===== src/rtl/i8088_bus_sequencer_if.sv =====
// 8088 bus / AXI4-Lite bundle for i8088_bus_sequencer.
// master: sequencer view (drives READY, data-out and the AXI master side).
// slave:  CPU-pins plus AXI-slave view (bench or bus model).
interface i8088_bus_sequencer_if;
  // CPU side
  logic        I8088_CLK_RISE;
  logic [19:0] A;
  logic [7:0]  AD8_in;
  logic        nRD;
  logic        nWR;
  logic        IO_nM;
  logic        ALE;
  logic        READY;
  logic [7:0]  AD8_out;
  logic        AD8_enout;
  // AXI4-Lite read
  logic [31:0] AXI_araddr;
  logic [2:0]  AXI_arprot;
  logic        AXI_arvalid;
  logic        AXI_arready;
  logic [31:0] AXI_rdata;
  logic [1:0]  AXI_rresp;
  logic        AXI_rvalid;
  logic        AXI_rready;
  // AXI4-Lite write
  logic [31:0] AXI_awaddr;
  logic [2:0]  AXI_awprot;
  logic        AXI_awvalid;
  logic        AXI_awready;
  logic [31:0] AXI_wdata;
  logic [3:0]  AXI_wstrb;
  logic        AXI_wvalid;
  logic        AXI_wready;
  logic [1:0]  AXI_bresp;
  logic        AXI_bvalid;
  logic        AXI_bready;

  modport master (
    input  I8088_CLK_RISE, A, AD8_in, nRD, nWR, IO_nM, ALE,
    output READY, AD8_out, AD8_enout,
    output AXI_araddr, AXI_arprot, AXI_arvalid,
    input  AXI_arready,
    input  AXI_rdata, AXI_rresp, AXI_rvalid,
    output AXI_rready,
    output AXI_awaddr, AXI_awprot, AXI_awvalid,
    input  AXI_awready,
    output AXI_wdata, AXI_wstrb, AXI_wvalid,
    input  AXI_wready,
    input  AXI_bresp, AXI_bvalid,
    output AXI_bready
  );

  modport slave (
    output I8088_CLK_RISE, A, AD8_in, nRD, nWR, IO_nM, ALE,
    input  READY, AD8_out, AD8_enout,
    input  AXI_araddr, AXI_arprot, AXI_arvalid,
    output AXI_arready,
    output AXI_rdata, AXI_rresp, AXI_rvalid,
    input  AXI_rready,
    input  AXI_awaddr, AXI_awprot, AXI_awvalid,
    output AXI_awready,
    input  AXI_wdata, AXI_wstrb, AXI_wvalid,
    output AXI_wready,
    output AXI_bresp, AXI_bvalid,
    input  AXI_bready
  );
endinterface


===== src/rtl/i8088_bus_sequencer.sv =====
// i8088_bus_sequencer: turns sampled 8088 bus cycles into single AXI4-Lite
// transactions, holding the CPU in wait states until the AXI side completes.
// Optional macro I8088_BUS_TIMEOUT_EN adds a per-transaction watchdog that
// abandons a stuck AXI transfer after TIMEOUT_CYCLES clocks.
module i8088_bus_sequencer #(
  parameter logic [31:0] MEM_BASE       = 32'h0000_0000,
  parameter logic [31:0] IO_BASE        = 32'h1000_0000,
  parameter int          TIMEOUT_CYCLES = 1024
) (
  input logic                   AXI_CLK,
  input logic                   RESETN,
  i8088_bus_sequencer_if.master bus
);

  typedef enum logic [2:0] {
    IDLE, RD_REQ, RD_WAIT, WR_REQ, WR_WAIT, DRIVE, DONE
  } state_t;

  state_t      state_q, state_d;
  logic        ready_q, ready_d;
  logic        enout_q, enout_d;
  logic [7:0]  dout_q, dout_d;
  logic [31:0] addr_q, addr_d;
  logic [1:0]  lane_q, lane_d;
  logic [7:0]  wbyte_q, wbyte_d;
  logic        arvalid_q, arvalid_d;
  logic        rready_q, rready_d;
  logic        awvalid_q, awvalid_d;
  logic        wvalid_q, wvalid_d;
  logic        bready_q, bready_d;

  logic [31:0] cpu_addr;
  logic        in_rd, in_wr;
  logic        tmo_hit;

  // Responses carry no information the CPU can use; errors complete normally.
  logic unused_resp;
  assign unused_resp = ^{bus.AXI_rresp, bus.AXI_bresp};

  // Word-aligned AXI address for the current CPU cycle; byte lane picked separately.
  assign cpu_addr = bus.IO_nM ? (IO_BASE  + {16'h0, bus.A[15:2], 2'b00})
                              : (MEM_BASE + {12'h0, bus.A[19:2], 2'b00});

  assign in_rd = (state_q == RD_REQ) || (state_q == RD_WAIT);
  assign in_wr = (state_q == WR_REQ) || (state_q == WR_WAIT);

  function automatic logic [7:0] lane_byte(logic [31:0] w, logic [1:0] l);
    case (l)
      2'd0:    lane_byte = w[7:0];
      2'd1:    lane_byte = w[15:8];
      2'd2:    lane_byte = w[23:16];
      default: lane_byte = w[31:24];
    endcase
  endfunction

`ifdef I8088_BUS_TIMEOUT_EN
  localparam int TW = $clog2(TIMEOUT_CYCLES + 1);
  logic [TW-1:0] tmo_cnt_q;

  assign tmo_hit = (in_rd || in_wr) && (tmo_cnt_q == TW'(TIMEOUT_CYCLES - 1));

  // Watchdog: restarts when a transfer is launched, counts while it is in flight.
  always_ff @(posedge AXI_CLK or negedge RESETN) begin
    if (!RESETN)
      tmo_cnt_q <= '0;
    else if (state_q == IDLE && (state_d == RD_REQ || state_d == WR_REQ))
      tmo_cnt_q <= '0;
    else if (in_rd || in_wr)
      tmo_cnt_q <= tmo_cnt_q + 1'b1;
  end
`else
  localparam int tmo_unused = TIMEOUT_CYCLES;
  assign tmo_hit = 1'b0;
`endif

  // State and output registers; reset abandons any in-flight transfer.
  always_ff @(posedge AXI_CLK or negedge RESETN) begin
    if (!RESETN) begin
      state_q   <= IDLE;
      ready_q   <= 1'b1;
      enout_q   <= 1'b0;
      dout_q    <= 8'h00;
      addr_q    <= '0;
      lane_q    <= '0;
      wbyte_q   <= '0;
      arvalid_q <= 1'b0;
      rready_q  <= 1'b0;
      awvalid_q <= 1'b0;
      wvalid_q  <= 1'b0;
      bready_q  <= 1'b0;
    end else begin
      state_q   <= state_d;
      ready_q   <= ready_d;
      enout_q   <= enout_d;
      dout_q    <= dout_d;
      addr_q    <= addr_d;
      lane_q    <= lane_d;
      wbyte_q   <= wbyte_d;
      arvalid_q <= arvalid_d;
      rready_q  <= rready_d;
      awvalid_q <= awvalid_d;
      wvalid_q  <= wvalid_d;
      bready_q  <= bready_d;
    end
  end

  // Next state and next register values; everything holds unless a rule fires.
  always_comb begin
    state_d   = state_q;
    ready_d   = ready_q;
    enout_d   = enout_q;
    dout_d    = dout_q;
    addr_d    = addr_q;
    lane_d    = lane_q;
    wbyte_d   = wbyte_q;
    arvalid_d = arvalid_q;
    rready_d  = rready_q;
    awvalid_d = awvalid_q;
    wvalid_d  = wvalid_q;
    bready_d  = bready_q;

    case (state_q)
      IDLE: if (bus.I8088_CLK_RISE) begin
        if (bus.ALE) ready_d = 1'b0;
        if (!bus.nRD && !bus.nWR) begin
          // Contradictory strobes: release the CPU without touching AXI.
          ready_d = 1'b1;
          state_d = DONE;
        end else if (!bus.nRD) begin
          addr_d    = cpu_addr;
          lane_d    = bus.A[1:0];
          arvalid_d = 1'b1;
          ready_d   = 1'b0;
          state_d   = RD_REQ;
        end else if (!bus.nWR) begin
          addr_d    = cpu_addr;
          lane_d    = bus.A[1:0];
          wbyte_d   = bus.AD8_in;
          awvalid_d = 1'b1;
          wvalid_d  = 1'b1;
          ready_d   = 1'b0;
          state_d   = WR_REQ;
        end
      end
      RD_REQ: if (bus.AXI_arready) begin
        arvalid_d = 1'b0;
        rready_d  = 1'b1;
        state_d   = RD_WAIT;
      end
      RD_WAIT: if (bus.AXI_rvalid) begin
        dout_d   = lane_byte(bus.AXI_rdata, lane_q);
        ready_d  = 1'b1;
        enout_d  = 1'b1;
        rready_d = 1'b0;
        state_d  = DRIVE;
      end
      WR_REQ: begin
        // AW and W complete independently; move on once both are done.
        if (bus.AXI_awready) awvalid_d = 1'b0;
        if (bus.AXI_wready)  wvalid_d  = 1'b0;
        if ((!awvalid_q || bus.AXI_awready) && (!wvalid_q || bus.AXI_wready)) begin
          bready_d = 1'b1;
          state_d  = WR_WAIT;
        end
      end
      WR_WAIT: if (bus.AXI_bvalid) begin
        ready_d  = 1'b1;
        bready_d = 1'b0;
        state_d  = DONE;
      end
      DRIVE, DONE: if (bus.I8088_CLK_RISE && bus.nRD && bus.nWR) begin
        enout_d = 1'b0;
        state_d = IDLE;
      end
      default: state_d = IDLE;
    endcase

    // Watchdog only wins if the transfer did not finish on this same clock.
    if (tmo_hit && (state_d == RD_REQ || state_d == RD_WAIT ||
                    state_d == WR_REQ || state_d == WR_WAIT)) begin
      arvalid_d = 1'b0;
      rready_d  = 1'b0;
      awvalid_d = 1'b0;
      wvalid_d  = 1'b0;
      bready_d  = 1'b0;
      ready_d   = 1'b1;
      if (in_rd) begin
        dout_d  = 8'hFF;
        enout_d = 1'b1;
        state_d = DRIVE;
      end else begin
        state_d = DONE;
      end
    end
  end

  assign bus.READY       = ready_q;
  assign bus.AD8_out     = dout_q;
  assign bus.AD8_enout   = enout_q;
  assign bus.AXI_araddr  = addr_q;
  assign bus.AXI_arprot  = 3'b000;
  assign bus.AXI_arvalid = arvalid_q;
  assign bus.AXI_rready  = rready_q;
  assign bus.AXI_awaddr  = addr_q;
  assign bus.AXI_awprot  = 3'b000;
  assign bus.AXI_awvalid = awvalid_q;
  assign bus.AXI_wdata   = {4{wbyte_q}};
  assign bus.AXI_wstrb   = 4'b0001 << lane_q;
  assign bus.AXI_wvalid  = wvalid_q;
  assign bus.AXI_bready  = bready_q;

endmodule


===== src/flat_wrapper.sv =====
// flat-port wrapper written by rule: the top's interface ports become plain ports
module i8088_bus_sequencer_flat 
#(
  parameter logic [31:0] MEM_BASE       = 32'h0000_0000,
  parameter logic [31:0] IO_BASE        = 32'h1000_0000,
  parameter int          TIMEOUT_CYCLES = 1024
)
  (AXI_CLK, RESETN, bus_I8088_CLK_RISE, bus_A, bus_AD8_in, bus_nRD, bus_nWR, bus_IO_nM, bus_ALE, bus_READY, bus_AD8_out, bus_AD8_enout, bus_AXI_araddr, bus_AXI_arprot, bus_AXI_arvalid, bus_AXI_arready, bus_AXI_rdata, bus_AXI_rresp, bus_AXI_rvalid, bus_AXI_rready, bus_AXI_awaddr, bus_AXI_awprot, bus_AXI_awvalid, bus_AXI_awready, bus_AXI_wdata, bus_AXI_wstrb, bus_AXI_wvalid, bus_AXI_wready, bus_AXI_bresp, bus_AXI_bvalid, bus_AXI_bready);
  i8088_bus_sequencer_if bus_i ();
  input logic AXI_CLK;
  input logic RESETN;
  input wire logic [$bits(bus_i.I8088_CLK_RISE)-1:0] bus_I8088_CLK_RISE;
  input wire logic [$bits(bus_i.A)-1:0] bus_A;
  input wire logic [$bits(bus_i.AD8_in)-1:0] bus_AD8_in;
  input wire logic [$bits(bus_i.nRD)-1:0] bus_nRD;
  input wire logic [$bits(bus_i.nWR)-1:0] bus_nWR;
  input wire logic [$bits(bus_i.IO_nM)-1:0] bus_IO_nM;
  input wire logic [$bits(bus_i.ALE)-1:0] bus_ALE;
  output wire logic [$bits(bus_i.READY)-1:0] bus_READY;
  output wire logic [$bits(bus_i.AD8_out)-1:0] bus_AD8_out;
  output wire logic [$bits(bus_i.AD8_enout)-1:0] bus_AD8_enout;
  output wire logic [$bits(bus_i.AXI_araddr)-1:0] bus_AXI_araddr;
  output wire logic [$bits(bus_i.AXI_arprot)-1:0] bus_AXI_arprot;
  output wire logic [$bits(bus_i.AXI_arvalid)-1:0] bus_AXI_arvalid;
  input wire logic [$bits(bus_i.AXI_arready)-1:0] bus_AXI_arready;
  input wire logic [$bits(bus_i.AXI_rdata)-1:0] bus_AXI_rdata;
  input wire logic [$bits(bus_i.AXI_rresp)-1:0] bus_AXI_rresp;
  input wire logic [$bits(bus_i.AXI_rvalid)-1:0] bus_AXI_rvalid;
  output wire logic [$bits(bus_i.AXI_rready)-1:0] bus_AXI_rready;
  output wire logic [$bits(bus_i.AXI_awaddr)-1:0] bus_AXI_awaddr;
  output wire logic [$bits(bus_i.AXI_awprot)-1:0] bus_AXI_awprot;
  output wire logic [$bits(bus_i.AXI_awvalid)-1:0] bus_AXI_awvalid;
  input wire logic [$bits(bus_i.AXI_awready)-1:0] bus_AXI_awready;
  output wire logic [$bits(bus_i.AXI_wdata)-1:0] bus_AXI_wdata;
  output wire logic [$bits(bus_i.AXI_wstrb)-1:0] bus_AXI_wstrb;
  output wire logic [$bits(bus_i.AXI_wvalid)-1:0] bus_AXI_wvalid;
  input wire logic [$bits(bus_i.AXI_wready)-1:0] bus_AXI_wready;
  input wire logic [$bits(bus_i.AXI_bresp)-1:0] bus_AXI_bresp;
  input wire logic [$bits(bus_i.AXI_bvalid)-1:0] bus_AXI_bvalid;
  output wire logic [$bits(bus_i.AXI_bready)-1:0] bus_AXI_bready;
  assign bus_i.I8088_CLK_RISE = bus_I8088_CLK_RISE;
  assign bus_i.A = bus_A;
  assign bus_i.AD8_in = bus_AD8_in;
  assign bus_i.nRD = bus_nRD;
  assign bus_i.nWR = bus_nWR;
  assign bus_i.IO_nM = bus_IO_nM;
  assign bus_i.ALE = bus_ALE;
  assign bus_READY = bus_i.READY;
  assign bus_AD8_out = bus_i.AD8_out;
  assign bus_AD8_enout = bus_i.AD8_enout;
  assign bus_AXI_araddr = bus_i.AXI_araddr;
  assign bus_AXI_arprot = bus_i.AXI_arprot;
  assign bus_AXI_arvalid = bus_i.AXI_arvalid;
  assign bus_i.AXI_arready = bus_AXI_arready;
  assign bus_i.AXI_rdata = bus_AXI_rdata;
  assign bus_i.AXI_rresp = bus_AXI_rresp;
  assign bus_i.AXI_rvalid = bus_AXI_rvalid;
  assign bus_AXI_rready = bus_i.AXI_rready;
  assign bus_AXI_awaddr = bus_i.AXI_awaddr;
  assign bus_AXI_awprot = bus_i.AXI_awprot;
  assign bus_AXI_awvalid = bus_i.AXI_awvalid;
  assign bus_i.AXI_awready = bus_AXI_awready;
  assign bus_AXI_wdata = bus_i.AXI_wdata;
  assign bus_AXI_wstrb = bus_i.AXI_wstrb;
  assign bus_AXI_wvalid = bus_i.AXI_wvalid;
  assign bus_i.AXI_wready = bus_AXI_wready;
  assign bus_i.AXI_bresp = bus_AXI_bresp;
  assign bus_i.AXI_bvalid = bus_AXI_bvalid;
  assign bus_AXI_bready = bus_i.AXI_bready;
  i8088_bus_sequencer #(.MEM_BASE(MEM_BASE), .IO_BASE(IO_BASE), .TIMEOUT_CYCLES(TIMEOUT_CYCLES)) u_core (.AXI_CLK(AXI_CLK), .RESETN(RESETN), .bus(bus_i));
endmodule

===== config.mk =====
export PLATFORM = sky130hd
export DESIGN_NAME = i8088_bus_sequencer_flat
export DESIGN_NICKNAME = d
export VERILOG_FILES = /design/src/rtl/i8088_bus_sequencer_if.sv /design/src/rtl/i8088_bus_sequencer.sv /design/src/flat_wrapper.sv
export SDC_FILE = /design/constraint.sdc
export NUM_CORES = 1
export LEC_CHECK = 0
export CAP_MARGIN = 20
export CORE_MARGIN = 1.5
export CORE_UTILIZATION = 36
export CTS_CLUSTER_DIAMETER = 120
export DETAILED_ROUTE_END_ITERATION = 7
export PLACE_DENSITY = 0.81
export SETUP_SLACK_MARGIN = 0.05
export SYNTH_ARGS = -nofsm -noshare
export SYNTH_HDL_FRONTEND = slang
export SYNTH_SLANG_ARGS = --single-unit

===== constraint.sdc =====
create_clock -name AXI_CLK -period 2.1 [get_ports AXI_CLK]
set_clock_uncertainty 0.15 [all_clocks]
set_input_delay 0.21 -clock AXI_CLK [delete_from_list [all_inputs] [get_ports AXI_CLK]]
set_output_delay 0.21 -clock AXI_CLK [all_outputs]
set_load 0.05 [all_outputs]

==> impl_metrics.json <==
{
  "synth_area_sq_um": 2930,
  "max_stage_delay_ps": 530,
  "cpMaxStageDelayCell": "dfrtp_1",
  "dr.pass1.iters": 4,
  "synth_edf_count": 0,
  "r2r_start": "u_core.state_q[2]",
  "syn-mean-instance-area_sq_um": 11.2,
  "die_w_um": 93.3,
  "report.final.slew_viol_count": 0,
  "rsz0062_at_grt": "false",
  "first_global_vias": 2215,
  "dieHeight_um": 93.3,
  "wl_mm": 6.61,
  "crit_required_ps": 2130,
  "drv_cap": 0,
  "yosysMostFrequentCell": "buf_4",
  "netlist_top_cells_area": "dfrtp_1 39%, buf_4 19%, mux2_2 8.8%",
  "cts.root.buffer_cell": "clkbuf_8",
  "final_cells": 484,
  "async_flop_share": 1.00,
  "clock-sinks": 47,
  "viasPerCell": 4.62,
  "num_rows": 32,
  "dp_hpwl_mm": 5.33,
  "yosys.area.top_type": "dfrtp_1",
  "cp-end-kind": "flip-flop",
  "grt_remaining_overflow": 0,
  "grt_usage": 0.153,
  "synth-seq-area-share": 0.401,
  "dp_cells": 475,
  "via_count": 2236,
  "setup_viol": 0,
  "ant_nets": 0,
  "gp_congestion": 0.895,
  "ys.flop_type": "dfrtp_1",
  "cp-start-kind": "flip-flop",
  "path_class": "reg -> reg",
  "final_hold_viol_count": 0,
  "critical_path.startpoint": "u_core.state_q[2]",
  "post-route-min-period_ps": 1910,
  "r2r_cells": 4,
  "cts_tree": "done",
  "finalCritPeriodShare": 0.911,
  "post_cts_buffers": 0,
  "cp_cell_sequence": "inv_1 > nand2_1 > nor3_4 > mux2_2",
  "grt_max_degree": 27,
  "antenna_cells_inserted": 0,
  "grt_pass1_wl_mm": 10.5,
  "routedWlPerCell_um": 13.7,
  "drc": 0,
  "tightestPinTransition_ps": 616,
  "fill_cells": 681,
  "ioPinCount": 197,
  "crit_fanout": 13,
  "core-area_sq_um": 7810,
  "cts_max_path_buffers": 2,
  "layout-area-overhead-vs-synth_pct": 48.0,
  "cts_made_buffers": 5,
  "clk_latency_ps": 290,
  "netlist_instances": 261,
  "clkTransAtPathRegs_ps": 90,
  "timing.fmax_mhz": 523,
  "yosys_warnings": 0,
  "yosysTopAreaCellShare": 0.392,
  "status": "complete, no violations",
  "portBuffers": 160,
  "fin_setup_tns_ps": 0,
  "drtIter0Drc": 63,
  "antenna_found_initial": 0,
  "relSlewSlack": 0.589,
  "synth.top_cells.by_count": "76 x buf_4, 46 x dfrtp_1, 23 x mux2_2, 13 x o21ai_0, 11 x nor2_1",
  "drive_gt1_frac": 0.173,
  "min_path_type": "in -> async",
  "die_area_sq_um": 8700,
  "start_util": 0.376,
  "fin_nets": 461,
  "ys_ff_latch": 47,
  "crit_arrival_ps": 1940,
  "htreeDepth": 2,
  "ys_types": 37
}
==> cells by family (layout without fill, tap and decap cells) <==
group,Yosys count,count (layout),share of synthesized area
buffers and inverters,90,180,0.221
muxes,41,41,0.201
adders and majority gates,5,5,0.0205
DFF,47,47,0.401
other,1,32,0.00128
and+or+nand+nor,46,46,0.0917
AOI/OAI and AO/OA,31,31,0.0635
==> worst max-delay path: cells and delay by family (launching register included) <==
kind / cells / cell delay, ps
buffers and inverters: 1 / 190
DFF: 1 / 530
muxes: 1 / 390
and+or+nand+nor: 2 / 540
==> per-stage QoR <==
step                      utilization  instance area, sq um  hold slack (ps)  setup slack [ps]
after global placement          0.539                  4210             56.8              53.4
after floorplan                     -                  3050             -236               306
final                           0.556                  4340              270               187
after detailed placement        0.539                  4210             68.3              17.9
after CTS                       0.556                  4340              286              74.1
after global routing            0.556                  4340              301              60.1
==> per-layer routing <==
layer | global-route usage | routed length (um) | vias to the layer above
li1 | - | - | 1032
met5 | 0 | 0 | -
met1 | 0.175 | 2420 | 1033
met4 | 0.0429 | 73 | 0
met3 | 0.0431 | 678 | 8
met2 | 0.275 | 3440 | 163
==> cell usage in the layout, fill, tap and decap left out, drive strengths merged, types with 2 or more instances in the layout <==
| cell | instances |
|---|---|
| clkdlybuf4s50 | 154 |
| dfrtp | 46 |
| mux2 | 33 |
| conb | 32 |
| o21ai | 13 |
| nor2 | 11 |
| nand2 | 10 |
| buf | 9 |
| mux4 | 8 |
| inv | 7 |
| nand3 | 7 |
| a21oi | 6 |
| clkbuf | 6 |
| nand2b | 5 |
| nor2b | 4 |
| ha | 4 |
| a32oi | 3 |
| a31oi | 3 |
| o31ai | 3 |
| nor3 | 3 |
| nor4 | 2 |
==> state kept, by name, indices dropped and copies added (netlist names) <==
name,cells
u_core.bus.AD8_enout,1
u_core.bus.AD8_out,8
u_core.bus.AXI_araddr,19
u_core.bus.AXI_arvalid,1
u_core.bus.AXI_awvalid,1
u_core.bus.AXI_bready,1
u_core.bus.AXI_rready,1
u_core.bus.AXI_wvalid,1
u_core.bus.READY,1
u_core.lane_q,2
u_core.state_q,3
u_core.wbyte_q,8
==> worst paths after layout <==
check / slack, ps / to
min in group AXI_CLK: 320 / u_core.bus.AXI_araddr[17]
setup reg to reg: 190 / u_core.bus.AD8_out[4]
max in group asynchronous: 1010 / u_core.bus.AXI_araddr[6]
hold reg to reg: 370 / u_core.bus.AD8_out[0]
setup / recovery: 190 / u_core.bus.AD8_out[4]
hold / removal: 270 / u_core.bus.AXI_arvalid
==> cell type report <==
class	count	area, sq um	area share
Clock buffer	6	82.6	0.0190
Clock inverter	2	35.0	0.00807
Inverter	7	26.3	0.00605
Multi-Input combinational cell	155	1220	0.282
Sequential cell	47	1180	0.271
Tap cell	102	128	0.0294
Timing Repair Buffer	165	1670	0.384
==> what timing repair did <==
item / in CTS / in global routing
endpoints found under the setup margin: 0 / 9
endpoints found under the hold margin: 20 / 0
resized for setup: 0 / 2
hold buffers: 1 / 0
Power is left out: the tool's default activity adds up to more than one toggle a clock period on the data nets, which glitch-free logic cannot reach.
